## src/rtl/lms_fifo_pkg.sv

```systemverilog
// Shared constants and helpers for the LMS sample FIFO read-side engine.
package lms_fifo_pkg;

    localparam int FRAME_CNT_W   = 16;
    localparam int FRAME_LEN_MAX = 1 << FRAME_CNT_W;
    // Wide enough for the deepest skid buffer (latency 2 -> 3 entries).
    localparam int LEVEL_W       = 2;

    function automatic int buf_depth(input int rd_latency);
        return rd_latency + 1;
    endfunction

    function automatic bit rd_latency_legal(input int rd_latency);
        return (rd_latency == 1) || (rd_latency == 2);
    endfunction

endpackage

```

## src/rtl/lms_fifo_skid_buf.sv

```systemverilog
// Small circular skid buffer: absorbs words already in flight from the FIFO
// so the read side can keep issuing while the consumer stalls.
module lms_fifo_skid_buf
    import lms_fifo_pkg::*;
#(
    parameter int WIDTH = 32,
    parameter int DEPTH = 2
) (
    input  logic               clk,
    input  logic               rst,
    input  logic               wr_en,
    input  logic [WIDTH-1:0]   wr_data,
    input  logic               rd_en,
    output logic [WIDTH-1:0]   rd_data,
    output logic               not_empty,
    output logic [LEVEL_W-1:0] level
);

    localparam int PTR_W = $clog2(DEPTH);

    logic [WIDTH-1:0]   mem_q [DEPTH];
    logic [WIDTH-1:0]   mem_d [DEPTH];
    logic [PTR_W-1:0]   wr_ptr_q, wr_ptr_d;
    logic [PTR_W-1:0]   rd_ptr_q, rd_ptr_d;
    logic [LEVEL_W-1:0] cnt_q, cnt_d;

    function automatic logic [PTR_W-1:0] ptr_inc(input logic [PTR_W-1:0] p);
        return (p == PTR_W'(DEPTH - 1)) ? '0 : p + PTR_W'(1);
    endfunction

    always_comb begin
        // NOTE: every *_d takes its *_q first, so no branch can leave a latch behind.
        mem_d    = mem_q;
        wr_ptr_d = wr_ptr_q;
        rd_ptr_d = rd_ptr_q;
        cnt_d    = cnt_q;
        if (wr_en) begin
            mem_d[wr_ptr_q] = wr_data;
            wr_ptr_d        = ptr_inc(wr_ptr_q);
        end
        if (rd_en) begin
            rd_ptr_d = ptr_inc(rd_ptr_q);
        end
        case ({wr_en, rd_en})
            2'b10:   cnt_d = cnt_q + LEVEL_W'(1);
            2'b01:   cnt_d = cnt_q - LEVEL_W'(1);
            default: cnt_d = cnt_q;
        endcase
    end

    always_ff @(posedge clk or posedge rst) begin
        if (rst) begin
            // NOTE: the array is reset (only DEPTH words) so m_data reads 0 out of reset.
            for (int i = 0; i < DEPTH; i++) begin
                mem_q[i] <= '0;
            end
            wr_ptr_q <= '0;
            rd_ptr_q <= '0;
            cnt_q    <= '0;
        end else begin
            mem_q    <= mem_d;
            wr_ptr_q <= wr_ptr_d;
            rd_ptr_q <= rd_ptr_d;
            cnt_q    <= cnt_d;
        end
    end

    assign rd_data   = mem_q[rd_ptr_q];
    assign not_empty = (cnt_q != '0);
    assign level     = cnt_q;

endmodule

```

## src/rtl/lms_fifo_reader.sv

```systemverilog
// Read-side drain engine: issues FIFO reads, tracks the fixed read latency and
// streams samples out valid/ready. Define LMS_FIFO_RD_FRAME_EN for m_last framing.
module lms_fifo_reader
    import lms_fifo_pkg::*;
#(
    parameter int c_RD_DATA_WIDTH = 32,
    parameter int c_RD_LATENCY    = 1,
    parameter int c_FRAME_LEN     = 256
) (
    input  logic                       rd_clk,
    input  logic                       rd_rst,
    input  logic [c_RD_DATA_WIDTH-1:0] fifo_rd_data,
    input  logic                       fifo_rd_empty,
    output logic                       fifo_rd_en,
    output logic                       fifo_rd_oce,
    output logic [c_RD_DATA_WIDTH-1:0] m_data,
    output logic                       m_valid,
    input  logic                       m_ready,
    output logic                       m_last,
    output logic [LEVEL_W-1:0]         buf_level
);

    localparam int BUF_DEPTH = buf_depth(c_RD_LATENCY);
    localparam int SUM_W     = LEVEL_W + 1;

    if (!rd_latency_legal(c_RD_LATENCY) || (c_FRAME_LEN < 2) || (c_FRAME_LEN > FRAME_LEN_MAX))
    begin : g_param_check
        $error("lms_fifo_reader: c_RD_LATENCY must be 1 or 2, c_FRAME_LEN 2..65536");
    end

    logic [c_RD_LATENCY-1:0] inflight_q, inflight_d;
    logic [SUM_W-1:0]        inflight_cnt;
    logic [SUM_W-1:0]        demand;
    logic                    capture;
    logic                    pop;

    assign pop         = m_valid && m_ready;
    assign capture     = inflight_q[c_RD_LATENCY-1];
    assign fifo_rd_oce = 1'b1;

    // A read is only issued if its word is guaranteed a slot on arrival.
    always_comb begin
        inflight_cnt = '0;
        for (int i = 0; i < c_RD_LATENCY; i++) begin
            inflight_cnt = inflight_cnt + SUM_W'(inflight_q[i]);
        end
        demand        = SUM_W'(buf_level) + inflight_cnt - SUM_W'(pop);
        fifo_rd_en    = !rd_rst && !fifo_rd_empty && (demand < SUM_W'(BUF_DEPTH));
        inflight_d    = inflight_q << 1;
        inflight_d[0] = fifo_rd_en;
    end

    always_ff @(posedge rd_clk or posedge rd_rst) begin
        if (rd_rst) begin
            inflight_q <= '0;
        end else begin
            inflight_q <= inflight_d;
        end
    end

    lms_fifo_skid_buf #(
        .WIDTH (c_RD_DATA_WIDTH),
        .DEPTH (BUF_DEPTH)
    ) u_skid_buf (
        .clk       (rd_clk),
        .rst       (rd_rst),
        .wr_en     (capture),
        .wr_data   (fifo_rd_data),
        .rd_en     (pop),
        .rd_data   (m_data),
        .not_empty (m_valid),
        .level     (buf_level)
    );

`ifdef LMS_FIFO_RD_FRAME_EN
    localparam logic [FRAME_CNT_W-1:0] FRAME_LAST = FRAME_CNT_W'(c_FRAME_LEN - 1);

    logic [FRAME_CNT_W-1:0] frame_cnt_q, frame_cnt_d;

    always_comb begin
        frame_cnt_d = frame_cnt_q;
        if (pop) begin
            frame_cnt_d = (frame_cnt_q == FRAME_LAST) ? '0 : frame_cnt_q + FRAME_CNT_W'(1);
        end
    end

    always_ff @(posedge rd_clk or posedge rd_rst) begin
        if (rd_rst) begin
            frame_cnt_q <= '0;
        end else begin
            frame_cnt_q <= frame_cnt_d;
        end
    end

    assign m_last = m_valid && (frame_cnt_q == FRAME_LAST);
`else
    assign m_last = 1'b0;
`endif

endmodule

```

## config.mk

```make
export PLATFORM = sky130hd
export DESIGN_NAME = lms_fifo_reader
export DESIGN_NICKNAME = d
export VERILOG_FILES = /design/src/rtl/lms_fifo_pkg.sv /design/src/rtl/lms_fifo_skid_buf.sv /design/src/rtl/lms_fifo_reader.sv
export SDC_FILE = /design/constraint.sdc
export NUM_CORES = 1
export LEC_CHECK = 0
export BUFFER_PORTS_ARGS = -buffer_cell sky130_fd_sc_hd__buf_2
export CAP_MARGIN = 15
export CELL_PAD_IN_SITES_DETAIL_PLACEMENT = 1
export CELL_PAD_IN_SITES_GLOBAL_PLACEMENT = 1
export CORE_UTILIZATION = 47
export CTS_CLUSTER_SIZE = 20
export DETAILED_ROUTE_END_ITERATION = 7
export GPL_TIMING_DRIVEN = 0
export HOLD_SLACK_MARGIN = 0.08
export PLACE_DENSITY_LB_ADDON = 0.08
export SYNTH_ARGS = -nofsm -noshare
export SYNTH_HDL_FRONTEND = slang
export SYNTH_SLANG_ARGS = --single-unit
export TNS_END_PERCENT = 50
```

## constraint.sdc

```tcl
create_clock -name rd_clk -period 3.1 [get_ports rd_clk]
set_clock_uncertainty 0.2 [all_clocks]
set_input_delay 0.155 -clock rd_clk [delete_from_list [all_inputs] [get_ports rd_clk]]
set_output_delay 0.155 -clock rd_clk [all_outputs]
set_load 0.05 [all_outputs]
```

==> impl_results.html, run 1 <==
<table>
<tr><th>Metric</th><th>Value</th></tr>
<tr><th colspan="2">Logic synthesis</th></tr>
<tr><td>Fraction of post-synthesis cell area in the top cell type by area</td><td>0.538</td></tr>
<tr><td>Top cells by area in the synthesized netlist</td><td>dfrtp_1 (54%), mux2_2 (22%), mux2_4 (14%)</td></tr>
<tr><td>Synth cell types</td><td>23</td></tr>
<tr><td>Cell area after synthesis</td><td>0.00321 mm²</td></tr>
<tr><td>Number of storage elements in the synthesis netlist</td><td>69</td></tr>
<tr><td>Yosys Warn Count</td><td>0</td></tr>
<tr><td>Avg Inst Size Synth</td><td>15.9 µm²</td></tr>
<tr><td>Post-synthesis sequential area ratio</td><td>0.538</td></tr>
<tr><td>Syn_nets</td><td>239</td></tr>
<tr><td>Cell type contributing the most total cell area after synthesis</td><td>dfrtp_1</td></tr>
<tr><td>Post-synthesis instance total</td><td>202</td></tr>
<tr><th colspan="2">Clock network</th></tr>
<tr><td>Insertion delay of the later-clocked pin in the worst-skew pair</td><td>0.33 ns</td></tr>
<tr><td>CTS tree</td><td>built</td></tr>
<tr><td>H-tree levels</td><td>3</td></tr>
<tr><td>CTS Root Buffer Type</td><td>clkbuf_8</td></tr>
<tr><td>Number of clock sinks seen by CTS</td><td>69</td></tr>
<tr><td>CTS Hold Bufs</td><td>36</td></tr>
<tr><td>Clock edge transition at the registers on the reported setup and hold paths</td><td>0.07 ns</td></tr>
<tr><td>Number of gates resized after CTS</td><td>0</td></tr>
<tr><td>CTS buffer count</td><td>9</td></tr>
<tr><td>Post-CTS setup buffers</td><td>0</td></tr>
<tr><td>Longest Clk Path Bufs</td><td>2</td></tr>
<tr><th colspan="2">Cells and area</th></tr>
<tr><td>Antenna diode count</td><td>0</td></tr>
<tr><td>Total Nets Final</td><td>357</td></tr>
<tr><td>Share of final-layout standard cells stronger than drive strength 1</td><td>0.608</td></tr>
<tr><td>Area overhead of the layout relative to synthesis</td><td>30.7%</td></tr>
<tr><th colspan="2">Critical path</th></tr>
<tr><td>Critical Path Source</td><td>u_skid_buf.level[1]$_DFFE_PP0P_</td></tr>
<tr><td>Worst r2r dst</td><td>capture$_DFF_PP0_</td></tr>
<tr><td>Worst-case register-to-register setup slack</td><td>0.53 ns</td></tr>
<tr><td>Kind of end point of the critical path</td><td>primary output</td></tr>
<tr><td>Category of the most critical setup path</td><td>register to primary output</td></tr>
<tr><td>Count of cells along the worst register-to-register path</td><td>7</td></tr>
<tr><td>Critical path arrival</td><td>2.38 ns</td></tr>
<tr><td>Endpoint required time on the critical path</td><td>2.74 ns</td></tr>
<tr><td>CP max FO</td><td>8</td></tr>
<tr><td>Launch point of the worst reg-to-reg path</td><td>u_skid_buf.level[1]$_DFFE_PP0P_</td></tr>
<tr><td>Critical path destination</td><td>fifo_rd_en</td></tr>
<tr><td>Launching element type of the critical path</td><td>register</td></tr>
<tr><th colspan="2">Placement</th></tr>
<tr><td>Detailed placement HPWL</td><td>4060 µm</td></tr>
<tr><td>Placer congestion estimate</td><td>0.690</td></tr>
<tr><td>Input/output buffers</td><td>71</td></tr>
<tr><th colspan="2">Global route</th></tr>
<tr><td>Maximum number of pins on one net before global-route repair</td><td>70</td></tr>
<tr><td>Wire length of the first global-routing pass</td><td>11300 µm</td></tr>
<tr><td>Vias in the first global route</td><td>2294</td></tr>
<tr><td>Grt ovf</td><td>0</td></tr>
<tr><td>Global-route usage over all layers</td><td>0.206</td></tr>
<tr><td>Number of antenna violations at the first check in global routing</td><td>0</td></tr>
<tr><th colspan="2">Flow run</th></tr>
<tr><td>Max cap viols</td><td>0</td></tr>
<tr><th colspan="2">Floorplanning</th></tr>
<tr><td>Count of boundary I/O pins</td><td>74</td></tr>
<tr><td>Area of the core</td><td>0.00646 mm²</td></tr>
<tr><td>Die outline area</td><td>0.00716 mm²</td></tr>
<tr><td>Initial core utilization</td><td>0.497</td></tr>
<tr><td>Width of the die</td><td>84.6 µm</td></tr>
<tr><td>Die extent in y</td><td>84.6 µm</td></tr>
<tr><td>Row count</td><td>29</td></tr>
<tr><th colspan="2">STA</th></tr>
<tr><td>Unrepaired setup endpoints after global routing</td><td>no</td></tr>
<tr><td>Fin crit share</td><td>0.884</td></tr>
<tr><td># setup viols final</td><td>0</td></tr>
<tr><td>Final sum of negative setup slack</td><td>0 ns</td></tr>
<tr><td>Number of hold violations in the final report</td><td>0</td></tr>
<tr><td>Normalized max-slew margin</td><td>0.445</td></tr>
<tr><td>Actual slew at the worst max-slew pin</td><td>0.832 ns</td></tr>
<tr><td>Max Clk Rate</td><td>0.365 GHz</td></tr>
<tr><td>Time the worst path needs with I/O delays and setup</td><td>2.74 ns</td></tr>
<tr><td>Final Max Slew Viols</td><td>0</td></tr>
<tr><th colspan="2">Route</th></tr>
<tr><td>Vias per cell</td><td>5.02</td></tr>
<tr><td>Routed wire length</td><td>6620 µm</td></tr>
<tr><td>Final routed DRC violation total</td><td>2</td></tr>
<tr><td>Initial DRC Count</td><td>42</td></tr>
<tr><td>Detailed Routing Iterations Pass 1</td><td>8</td></tr>
<tr><td>Vias after detailed routing</td><td>2012</td></tr>
<tr><td>WL/cell</td><td>16.5 µm</td></tr>
<tr><td>Post-detailed-route count of antenna-violating nets</td><td>0</td></tr>
<tr><th colspan="2">Hold path</th></tr>
<tr><td>Worst hold path type</td><td>register to register</td></tr>
<tr><th colspan="2">Outcome</th></tr>
<tr><td>Violations in the final reports</td><td>design-rule violations</td></tr>
<tr><td>Run status</td><td>finished with violations</td></tr>
</table>
-- final cells by class --
cell class,count,area [µm²]
buffer,14,136
clock buffer,9,124
clock inverter,6,41.3
fill,620,2260
inverter,2,10.0
multi-input combinational,117,1350
sequential,69,1730
tap,77,96.3
timing repair buffer,107,716
-- worst min-delay path by stage --
stage | end | depth (start not counted) | from | slack (ns)
2_1_floorplan | u_skid_buf.mem_q[24]$_DFFE_PP0P_ | 1 | fifo_rd_data[24] | 0.09
3_3_place_gp | capture$_DFF_PP0_ | 2 | fifo_rd_empty | 0.13
3_5_place_dp | capture$_DFF_PP0_ | 2 | fifo_rd_empty | 0.13
4_1_cts | u_skid_buf.mem_q[2]$_DFFE_PP0P_ | 1 | u_skid_buf.mem_q[2]$_DFFE_PP0P_ | 0.30
5_1_grt | u_skid_buf.mem_q[5]$_DFFE_PP0P_ | 1 | u_skid_buf.mem_q[5]$_DFFE_PP0P_ | 0.32
6_report | u_skid_buf.mem_q[2]$_DFFE_PP0P_ | 1 | u_skid_buf.mem_q[2]$_DFFE_PP0P_ | 0.30
-- cells by family (layout without fill, tap and decap cells) --
family                   after synthesis  after routing  share of synthesized area
multiplexers                          97             97                      0.375
flip-flops                            69             69                      0.538
buffers and inverters                 16            138                     0.0448
AND/OR/NAND/NOR                       11             11                     0.0195
XOR/XNOR                               4              4                     0.0109
other                                  2              2                    0.00234
AO/OA/AOI/OAI                          2              2                    0.00312
adder cells (fa/ha/maj)                1              1                    0.00624
-- flip-flops by register name (all words and copies together), names as in the netlist --
| signal | count |
|---|---|
| u_skid_buf.mem_q | 64 |
| u_skid_buf.level | 2 |
| capture | 1 |
| u_skid_buf.rd_ptr_q | 1 |
| u_skid_buf.wr_ptr_q | 1 |
-- metrics by stage --
step           cells   util  cell area (µm²)  hold WS (ns)  setup WS (ns)
6_report         401  0.650             4200         0.302          0.361
5_1_grt          401  0.650             4200         0.319          0.161
2_1_floorplan    202      -             3220        0.0867         0.0156
3_5_place_dp     350  0.568             3670         0.133          0.725
4_1_cts          401  0.650             4200         0.304          0.363
3_3_place_gp     350  0.568             3670         0.128         0.0373
-- metal layers --
| layer | GRT usage | up-vias | routed length (µm) |
|---|---|---|---|
| met5 | 0 | - | 0 |
| met4 | 0.0924 | 0 | 141 |
| met3 | 0.0403 | 14 | 259 |
| met2 | 0.350 | 50 | 3350 |
| met1 | 0.254 | 1011 | 2870 |
| li1 | - | 937 | - |
-- synthesized netlist by cell type (all sizes together) --
| master | count |
|---|---|
| mux2i | 1 |
| nor3 | 1 |
| buf | 14 |
| dfrtp | 69 |
| nand2b | 2 |
| xor2 | 3 |
| conb | 2 |
| inv | 2 |
| fa | 1 |
| and4 | 1 |
| or2 | 1 |
| a21oi | 2 |
| mux2 | 96 |
| nor2 | 1 |
| xnor2 | 1 |
| nor4b | 1 |
| nand2 | 4 |
-- cell usage in the layout, fill, tap and decap left out, drive strengths merged --
cell / count
buf: 85
dfrtp: 69
nor2: 1
clkinv: 3
xnor2: 1
nor4b: 1
xor2: 3
clkbuf: 9
clkinvlp: 3
mux2i: 1
nand2: 4
nand2b: 2
fa: 1
dlygate4sd3: 36
inv: 2
a21oi: 2
conb: 2
and4: 1
or2: 1
nor3: 1
mux2: 96
-- critical path, cell delays in order, from the launching register on --
cell and delay [ns]:
dfrtp_1 0.50, nand2_1 0.11, mux2i_1 0.22, nand2_1 0.10, fa_1 0.38, xor2_1 0.16
nor4b_2 0.27, buf_2 0.32
Power of run 1 is left out: the tool's default activity adds up to more than one toggle a clock period on the data nets, which glitch-free logic cannot reach.
==> run 2, diff against run 1 <==
==> constraint.sdc (replaced) <==
create_clock -name rd_clk -period 3.1 [get_ports rd_clk]
set_clock_uncertainty 0.2 [all_clocks]
set_input_delay 0.93 -clock rd_clk [delete_from_list [all_inputs] [get_ports rd_clk]]
set_output_delay 0.93 -clock rd_clk [all_outputs]
set_load 0.05 [all_outputs]
==> impl_results.html, run 2 (same netlist as run 1, synthesis figures left out) <==
<table>
<tr><th>Metric</th><th>Value</th></tr>
<tr><th colspan="2">Route</th></tr>
<tr><td>Final routed DRC violation total</td><td>8 (was 2)</td></tr>
<tr><td>WL/cell</td><td>16.6 µm (was 16.5 µm)</td></tr>
<tr><td>Vias after detailed routing</td><td>1871 (was 2012)</td></tr>
<tr><td>Post-detailed-route count of antenna-violating nets</td><td>0 (unchanged)</td></tr>
<tr><td>Routed wire length</td><td>6130 µm (was 6620 µm)</td></tr>
<tr><td>Vias per cell</td><td>5.07 (was 5.02)</td></tr>
<tr><td>Detailed Routing Iterations Pass 1</td><td>6 (was 8)</td></tr>
<tr><td>Initial DRC Count</td><td>73 (was 42)</td></tr>
<tr><th colspan="2">Global route</th></tr>
<tr><td>Grt ovf</td><td>0 (unchanged)</td></tr>
<tr><td>Global-route usage over all layers</td><td>0.193 (was 0.206)</td></tr>
<tr><td>Wire length of the first global-routing pass</td><td>10400 µm (was 11300 µm)</td></tr>
<tr><td>Number of antenna violations at the first check in global routing</td><td>0 (unchanged)</td></tr>
<tr><td>Vias in the first global route</td><td>2067 (was 2294)</td></tr>
<tr><td>Maximum number of pins on one net before global-route repair</td><td>70 (unchanged)</td></tr>
<tr><th colspan="2">Clock network</th></tr>
<tr><td>Clock edge transition at the registers on the reported setup and hold paths</td><td>0.07 ns (about the same)</td></tr>
<tr><td>CTS tree</td><td>built (unchanged)</td></tr>
<tr><td>Longest Clk Path Bufs</td><td>2 (unchanged)</td></tr>
<tr><td>Insertion delay of the later-clocked pin in the worst-skew pair</td><td>0.34 ns (was 0.33 ns)</td></tr>
<tr><td>H-tree levels</td><td>3 (unchanged)</td></tr>
<tr><td>CTS buffer count</td><td>9 (unchanged)</td></tr>
<tr><td>CTS Root Buffer Type</td><td>clkbuf_8 (unchanged)</td></tr>
<tr><td>Number of clock sinks seen by CTS</td><td>69 (unchanged)</td></tr>
<tr><td>CTS Hold Bufs</td><td>0 (was 36)</td></tr>
<tr><th colspan="2">Floorplanning</th></tr>
<tr><td>Area of the core</td><td>0.00646 mm² (unchanged)</td></tr>
<tr><td>Initial core utilization</td><td>0.497 (unchanged)</td></tr>
<tr><td>Row count</td><td>29 (unchanged)</td></tr>
<tr><td>Die extent in y</td><td>84.6 µm (unchanged)</td></tr>
<tr><td>Width of the die</td><td>84.6 µm (unchanged)</td></tr>
<tr><td>Count of boundary I/O pins</td><td>74 (unchanged)</td></tr>
<tr><td>Die outline area</td><td>0.00716 mm² (unchanged)</td></tr>
<tr><th colspan="2">STA</th></tr>
<tr><td>Normalized max-slew margin</td><td>0.441 (was 0.445)</td></tr>
<tr><td># setup viols final</td><td>1 (was 0)</td></tr>
<tr><td>Actual slew at the worst max-slew pin</td><td>0.838 ns (was 0.832 ns)</td></tr>
<tr><td>Setup ws final</td><td>-0.339 ns (was 0.361 ns)</td></tr>
<tr><td>Number of hold violations in the final report</td><td>0 (unchanged)</td></tr>
<tr><td>Max Clk Rate</td><td>0.291 GHz (was 0.365 GHz)</td></tr>
<tr><td>Final Max Slew Viols</td><td>0 (unchanged)</td></tr>
<tr><td>Final sum of negative setup slack</td><td>-0.339 ns (was 0 ns)</td></tr>
<tr><td>Fin crit share</td><td>1.11 (was 0.884)</td></tr>
<tr><td>Unrepaired setup endpoints after global routing</td><td>yes (was no)</td></tr>
<tr><td>Time the worst path needs with I/O delays and setup</td><td>3.44 ns (was 2.74 ns)</td></tr>
<tr><th colspan="2">Placement</th></tr>
<tr><td>Input/output buffers</td><td>71 (unchanged)</td></tr>
<tr><td>Detailed placement HPWL</td><td>4080 µm (was 4060 µm)</td></tr>
<tr><td>Placer congestion estimate</td><td>0.706 (was 0.690)</td></tr>
<tr><td>Cells after DPL</td><td>350 (unchanged)</td></tr>
<tr><td>Instance area at placement</td><td>0.00368 mm² (was 0.00367 mm²)</td></tr>
<tr><th colspan="2">Critical path</th></tr>
<tr><td>Critical path arrival</td><td>2.31 ns (was 2.38 ns)</td></tr>
<tr><td>Kind of end point of the critical path</td><td>primary output (unchanged)</td></tr>
<tr><td>Category of the most critical setup path</td><td>input pin to primary output (was register to primary output)</td></tr>
<tr><td>Crit-path max cell delay</td><td>0.35 ns (was 0.50 ns)</td></tr>
<tr><td>Critical Path Source</td><td>m_ready (was u_skid_buf.level[1]$_DFFE_PP0P_)</td></tr>
<tr><td>Endpoint required time on the critical path</td><td>1.97 ns (was 2.74 ns)</td></tr>
<tr><td>Worst r2r dst</td><td>capture$_DFF_PP0_ (unchanged)</td></tr>
<tr><td>Worst path top cell family by delay</td><td>simple AND/OR/NAND/NOR gates (was flip-flops)</td></tr>
<tr><td>Ordered list of cells on the worst path</td><td>buf_8 &gt; nand2_4 &gt; mux2i_2 &gt; nand2_1 &gt; fa_2 &gt; xor2_2 &gt; nor4b_4 &gt; buf_6 (was nand2_1 &gt; mux2i_1 &gt; nand2_1 &gt; fa_1 &gt; xor2_1 &gt; nor4b_2 &gt; buf_2)</td></tr>
<tr><td>Launching element type of the critical path</td><td>input pin (was register)</td></tr>
<tr><td>Slowest cell on crit path</td><td>fa_2 (was dfrtp_1)</td></tr>
<tr><td>CP max FO</td><td>4 (was 8)</td></tr>
<tr><td>Worst-case register-to-register setup slack</td><td>1.19 ns (was 0.53 ns)</td></tr>
<tr><td>WP buf/inv</td><td>2 (was 1)</td></tr>
<tr><td>Launch point of the worst reg-to-reg path</td><td>u_skid_buf.level[1]$_DFFE_PP0P_ (unchanged)</td></tr>
<tr><td>Count of cells along the worst register-to-register path</td><td>6 (was 7)</td></tr>
<tr><th colspan="2">Cells and area</th></tr>
<tr><td>Max FFs per register</td><td>64 (unchanged)</td></tr>
<tr><td>Highest-count cells in the layout ignoring fill and taps</td><td>buf_2 (73), dfrtp_1 (68), mux2_2 (63), mux2_4 (30), clkbuf_8 (11) (was buf_2 (75), dfrtp_1 (69), mux2_2 (63), dlygate4sd3_1 (36), mux2_4 (30))</td></tr>
<tr><td>Most common cell after layout, fill and taps aside</td><td>buf_2 (unchanged)</td></tr>
<tr><td>Final cell utilization of the core</td><td>0.614 (was 0.650)</td></tr>
<tr><td>Area overhead of the layout relative to synthesis</td><td>23.5% (was 30.7%)</td></tr>
<tr><td>Register with the most flip-flops</td><td>u_skid_buf.mem_q (unchanged)</td></tr>
<tr><td>Post-route cell area</td><td>0.00397 mm² (was 0.00420 mm²)</td></tr>
<tr><td>Total Nets Final</td><td>324 (was 357)</td></tr>
<tr><td>Non-Filler Instances</td><td>369 (was 401)</td></tr>
<tr><td>Antenna diode count</td><td>0 (unchanged)</td></tr>
<tr><td>Share of final-layout standard cells stronger than drive strength 1</td><td>0.702 (was 0.608)</td></tr>
<tr><th colspan="2">Hold path</th></tr>
<tr><td>Worst hold path type</td><td>register to register (unchanged)</td></tr>
<tr><td>Hold Path Stages</td><td>1 (unchanged)</td></tr>
<tr><td>Worst min-delay path endpoint</td><td>u_skid_buf.mem_q[24]$_DFFE_PP0P_ (was u_skid_buf.mem_q[2]$_DFFE_PP0P_)</td></tr>
<tr><td>Start point of the worst min-delay path</td><td>u_skid_buf.mem_q[24]$_DFFE_PP0P_ (was u_skid_buf.mem_q[2]$_DFFE_PP0P_)</td></tr>
<tr><th colspan="2">Outcome</th></tr>
<tr><td>Run status</td><td>finished with violations (unchanged)</td></tr>
<tr><td>Violations in the final reports</td><td>design-rule violations, negative setup slack (was design-rule violations)</td></tr>
<tr><th colspan="2">Flow run</th></tr>
<tr><td>Max cap viols</td><td>0 (unchanged)</td></tr>
</table>
[run 2: cell count changes in the layout (fill, tap and decap cells not counted), sizes merged]
cell,before,now
clkinv,3,2
buf,85,88
dlygate4sd3,36,0
bufinv,0,2
clkinvlp,3,0
clkbuf,9,12
[run 2: final cells by class]
| cell class | count | area (µm²) |
|---|---|---|
| buffer | 14 | 136 |
| clock buffer | 12 | 155 |
| clock inverter | 4 | 70.1 |
| fill | 649 | 2490 |
| inverter | 2 | 10.0 |
| multi-input combinational | 117 | 1380 |
| sequential | 69 | 1730 |
| tap | 77 | 96.3 |
| timing repair buffer | 74 | 394 |
[run 2: how the worst max path moves through the flow]
stage,cells after the start,slack (ns),to
after CTS,8,-0.43,fifo_rd_en
after global routing,8,-0.42,fifo_rd_en
final,8,-0.34,fifo_rd_en
after detailed placement,8,-0.62,fifo_rd_en
after floorplan,6,-0.51,fifo_rd_en
after global placement,2,-0.78,u_skid_buf.mem_q[55]$_DFFE_PP0P_
[run 2: stage by stage]
step	hold slack, ns	worst slack, ns
floorplan	0.259	-0.507
global placement	0.275	-0.780
detailed placement	0.281	-0.624
CTS	0.299	-0.433
global route	0.324	-0.417
finish	0.301	-0.339
[run 2: timing repair]
action | in CTS | in global routing
gates resized for setup | 10 | 1
setup endpoints to repair | 1 | 1
pin swaps | 3 | 3
buffers inserted | 3 | 0
[run 2: metal layers]
layer | GRT usage | wire length [µm]
met2 | 0.293 | 2950
met5 | 0 | 0
met3 | 0.0541 | 344
met1 | 0.263 | 2740
met4 | 0.0740 | 98
Power of run 2 is left out for the same reason.
==> run 3, diff against run 2 <==
--- a/config.mk
+++ b/config.mk
@@ -7,14 +7,13 @@
 export LEC_CHECK = 0
 export BUFFER_PORTS_ARGS = -buffer_cell sky130_fd_sc_hd__buf_2
 export CAP_MARGIN = 15
-export CELL_PAD_IN_SITES_DETAIL_PLACEMENT = 1
-export CELL_PAD_IN_SITES_GLOBAL_PLACEMENT = 1
-export CORE_UTILIZATION = 47
+export CORE_UTILIZATION = 58
 export CTS_CLUSTER_SIZE = 20
 export DETAILED_ROUTE_END_ITERATION = 7
 export GPL_TIMING_DRIVEN = 0
 export HOLD_SLACK_MARGIN = 0.08
 export PLACE_DENSITY_LB_ADDON = 0.08
+export SETUP_SLACK_MARGIN = 0.2
 export SYNTH_ARGS = -nofsm -noshare
 export SYNTH_HDL_FRONTEND = slang
 export SYNTH_SLANG_ARGS = --single-unit
==> impl_results.html, run 3 (same netlist as run 1, synthesis figures left out) <==
<table>
<tr><th>Metric</th><th>Value</th></tr>
<tr><th colspan="2">Outcome</th></tr>
<tr><td>Run status</td><td>finished with violations (unchanged)</td></tr>
<tr><td>Violations in the final reports</td><td>negative setup slack (was design-rule violations, negative setup slack)</td></tr>
<tr><th colspan="2">Clock network</th></tr>
<tr><td>Insertion delay of the later-clocked pin in the worst-skew pair</td><td>0.33 ns (was 0.34 ns)</td></tr>
<tr><td>Clock edge transition at the registers on the reported setup and hold paths</td><td>0.07 ns (about the same)</td></tr>
<tr><td>H-tree levels</td><td>3 (unchanged)</td></tr>
<tr><td>CTS buffer count</td><td>9 (unchanged)</td></tr>
<tr><td>Number of clock sinks seen by CTS</td><td>69 (unchanged)</td></tr>
<tr><td>Longest Clk Path Bufs</td><td>2 (unchanged)</td></tr>
<tr><td>CTS tree</td><td>built (unchanged)</td></tr>
<tr><td>CTS Root Buffer Type</td><td>clkbuf_8 (unchanged)</td></tr>
<tr><th colspan="2">Floorplanning</th></tr>
<tr><td>Initial core utilization</td><td>0.617 (was 0.497)</td></tr>
<tr><td>Die extent in y</td><td>76.4 µm (was 84.6 µm)</td></tr>
<tr><td>Die outline area</td><td>0.00583 mm² (was 0.00716 mm²)</td></tr>
<tr><td>Width of the die</td><td>76.4 µm (was 84.6 µm)</td></tr>
<tr><td>Area of the core</td><td>0.00520 mm² (was 0.00646 mm²)</td></tr>
<tr><td>Count of boundary I/O pins</td><td>74 (unchanged)</td></tr>
<tr><td>Row count</td><td>26 (was 29)</td></tr>
<tr><th colspan="2">STA</th></tr>
<tr><td>Actual slew at the worst max-slew pin</td><td>0.825 ns (was 0.838 ns)</td></tr>
<tr><td>Max Clk Rate</td><td>0.287 GHz (was 0.291 GHz)</td></tr>
<tr><td>Final Max Slew Viols</td><td>0 (unchanged)</td></tr>
<tr><td>Setup ws final</td><td>-0.379 ns (was -0.339 ns)</td></tr>
<tr><td>Time the worst path needs with I/O delays and setup</td><td>3.48 ns (was 3.44 ns)</td></tr>
<tr><td>Unrepaired setup endpoints after global routing</td><td>yes (unchanged)</td></tr>
<tr><td>Number of hold violations in the final report</td><td>0 (unchanged)</td></tr>
<tr><td>Normalized max-slew margin</td><td>0.450 (was 0.441)</td></tr>
<tr><td># setup viols final</td><td>1 (unchanged)</td></tr>
<tr><td>Fin crit share</td><td>1.12 (was 1.11)</td></tr>
<tr><th colspan="2">Global route</th></tr>
<tr><td>Wire length of the first global-routing pass</td><td>9380 µm (was 10400 µm)</td></tr>
<tr><td>Grt ovf</td><td>0 (unchanged)</td></tr>
<tr><td>Global-route usage over all layers</td><td>0.213 (was 0.193)</td></tr>
<tr><td>Vias in the first global route</td><td>1933 (was 2067)</td></tr>
<tr><td>Maximum number of pins on one net before global-route repair</td><td>70 (unchanged)</td></tr>
<tr><td>Number of antenna violations at the first check in global routing</td><td>0 (unchanged)</td></tr>
<tr><th colspan="2">Cells and area</th></tr>
<tr><td>Highest-count cells in the layout ignoring fill and taps</td><td>buf_2 (70), dfrtp_1 (69), mux2_2 (63), mux2_4 (30) (was buf_2 (73), dfrtp_1 (68), mux2_2 (63), mux2_4 (30), clkbuf_8 (11))</td></tr>
<tr><td>Max FFs per register</td><td>64 (unchanged)</td></tr>
<tr><td>Filler Cells Inserted</td><td>345 (was 649)</td></tr>
<tr><td>Share of final-layout standard cells stronger than drive strength 1</td><td>0.700 (was 0.702)</td></tr>
<tr><td>Register with the most flip-flops</td><td>u_skid_buf.mem_q (unchanged)</td></tr>
<tr><td>Total Nets Final</td><td>325 (was 324)</td></tr>
<tr><td>Post-route cell area</td><td>0.00395 mm² (was 0.00397 mm²)</td></tr>
<tr><td>Combined area of the multi-input logic cells</td><td>0.00139 mm² (was 0.00138 mm²)</td></tr>
<tr><td>Most common cell after layout, fill and taps aside</td><td>buf_2 (unchanged)</td></tr>
<tr><td>Area overhead of the layout relative to synthesis</td><td>23.0% (was 23.5%)</td></tr>
<tr><td>Antenna diode count</td><td>0 (unchanged)</td></tr>
<tr><td>Final cell utilization of the core</td><td>0.759 (was 0.614)</td></tr>
<tr><td>Non-Filler Instances</td><td>363 (was 369)</td></tr>
<tr><td>Register area</td><td>0.00173 mm² (about the same)</td></tr>
<tr><th colspan="2">Critical path</th></tr>
<tr><td>Endpoint required time on the critical path</td><td>1.97 ns (about the same)</td></tr>
<tr><td>Launching element type of the critical path</td><td>input pin (unchanged)</td></tr>
<tr><td>Ordered list of cells on the worst path</td><td>buf_8 &gt; nand2_4 &gt; mux2i_4 &gt; nand2_2 &gt; fa_2 &gt; xor2_2 &gt; nor4b_4 &gt; buf_6 (was buf_8 &gt; nand2_4 &gt; mux2i_2 &gt; nand2_1 &gt; fa_2 &gt; xor2_2 &gt; nor4b_4 &gt; buf_6)</td></tr>
<tr><td>Slowest cell on crit path</td><td>fa_2 (unchanged)</td></tr>
<tr><td>Worst-case register-to-register setup slack</td><td>0.94 ns (was 1.19 ns)</td></tr>
<tr><td>Kind of end point of the critical path</td><td>primary output (unchanged)</td></tr>
<tr><td>Count of cells along the worst register-to-register path</td><td>7 (was 6)</td></tr>
<tr><td>Worst r2r dst</td><td>capture$_DFF_PP0_ (unchanged)</td></tr>
<tr><td>CP max FO</td><td>3 (was 4)</td></tr>
<tr><td>Critical path arrival</td><td>2.35 ns (was 2.31 ns)</td></tr>
<tr><td>Crit-path max cell delay</td><td>0.35 ns (about the same)</td></tr>
<tr><td>Category of the most critical setup path</td><td>input pin to primary output (unchanged)</td></tr>
<tr><td>Launch point of the worst reg-to-reg path</td><td>u_skid_buf.level[1]$_DFFE_PP0P_ (unchanged)</td></tr>
<tr><th colspan="2">Route</th></tr>
<tr><td>Vias per cell</td><td>5.10 (was 5.07)</td></tr>
<tr><td>WL/cell</td><td>15.6 µm (was 16.6 µm)</td></tr>
<tr><td>Detailed Routing Iterations Pass 1</td><td>4 (was 6)</td></tr>
<tr><td>Initial DRC Count</td><td>65 (was 73)</td></tr>
<tr><td>Post-detailed-route count of antenna-violating nets</td><td>0 (unchanged)</td></tr>
<tr><td>Final routed DRC violation total</td><td>0 (was 8)</td></tr>
<tr><td>Routed wire length</td><td>5660 µm (was 6130 µm)</td></tr>
<tr><td>Vias after detailed routing</td><td>1850 (was 1871)</td></tr>
<tr><th colspan="2">Hold path</th></tr>
<tr><td>Start point of the worst min-delay path</td><td>u_skid_buf.mem_q[26]$_DFFE_PP0P_ (was u_skid_buf.mem_q[24]$_DFFE_PP0P_)</td></tr>
<tr><td>Worst hold path type</td><td>register to register (unchanged)</td></tr>
<tr><td>Worst min-delay path endpoint</td><td>u_skid_buf.mem_q[26]$_DFFE_PP0P_ (was u_skid_buf.mem_q[24]$_DFFE_PP0P_)</td></tr>
<tr><td>Hold Path Stages</td><td>1 (unchanged)</td></tr>
<tr><th colspan="2">Placement</th></tr>
<tr><td>Instance area at placement</td><td>0.00367 mm² (was 0.00368 mm²)</td></tr>
<tr><td>Worst slack at placement</td><td>-0.585 ns (was -0.624 ns)</td></tr>
<tr><td>Cells after DPL</td><td>343 (was 350)</td></tr>
<tr><td>Placer congestion estimate</td><td>0.681 (was 0.706)</td></tr>
<tr><td>Input/output buffers</td><td>71 (unchanged)</td></tr>
<tr><td>Detailed placement HPWL</td><td>3770 µm (was 4080 µm)</td></tr>
<tr><th colspan="2">Flow run</th></tr>
<tr><td>Max cap viols</td><td>0 (unchanged)</td></tr>
</table>
run 3: cell types whose count changed in the layout (fill, tap and decap cells not counted):
cell / previous run / this run
buf_2: 73 / 70
clkbuf_4: 0 / 3
buf_4: 9 / 10
bufinv_16: 2 / 1
clkbuf_1: 1 / 2
clkbuf_8: 11 / 10
clkinvlp_4: 0 / 1
dfrtp_1: 68 / 69
dfrtp_2: 1 / 0
mux2i_2: 1 / 0
mux2i_4: 0 / 1
nand2_1: 2 / 1
nand2_2: 1 / 2
run 3: critical path: cells and delay by family:
| kind | cells | cell delay (ns) |
|---|---|---|
| simple gates | 3 | 0.41 |
| fa+ha+maj | 1 | 0.35 |
| buf+inv | 2 | 0.29 |
| mux | 1 | 0.19 |
| xor+xnor | 1 | 0.17 |
run 3: cell type report:
cell class	count	area share
plain buffers	14	0.0364
clock buffers	12	0.0368
clock inverters	4	0.0120
inverters	2	0.00253
multi-input cells	117	0.351
flip-flops and latches	69	0.437
well taps	70	0.0222
repair buffers	75	0.102
run 3: worst max path at each step:
stage               slack [ns]                               end    start
floorplan                -0.51                        fifo_rd_en  m_ready
global placement         -0.69  u_skid_buf.mem_q[51]$_DFFE_PP0P_   rd_rst
detailed placement       -0.59                        fifo_rd_en  m_ready
CTS                      -0.43                        fifo_rd_en  m_ready
global route             -0.41                        fifo_rd_en  m_ready
finish                   -0.38                        fifo_rd_en  m_ready
run 3: metrics by stage:
stage                     hold WS [ns]  TNS [ns]
after CTS                        0.297    -0.430
after global placement           0.268    -47.56
after detailed placement         0.279    -0.585
after global routing             0.315    -0.413
after floorplan                  0.259    -0.507
final                            0.297    -0.379
run 3: what timing repair did:
action                                  4_1_cts  5_1_grt
gates resized for setup                      10        5
pin swaps                                     3        2
buffers inserted                              3        1
hold buffers                                  0        0
endpoints found under the setup margin        1        4
run 3: per-layer routing:
layer | wire (µm) | GRT usage | up-vias
li1 | - | - | 873
met1 | 2480 | 0.272 | 915
met2 | 2780 | 0.332 | 52
met3 | 321 | 0.0838 | 10
met4 | 78 | 0.0692 | 0
met5 | 0 | 0 | -
Power of run 3 is left out for the same reason.
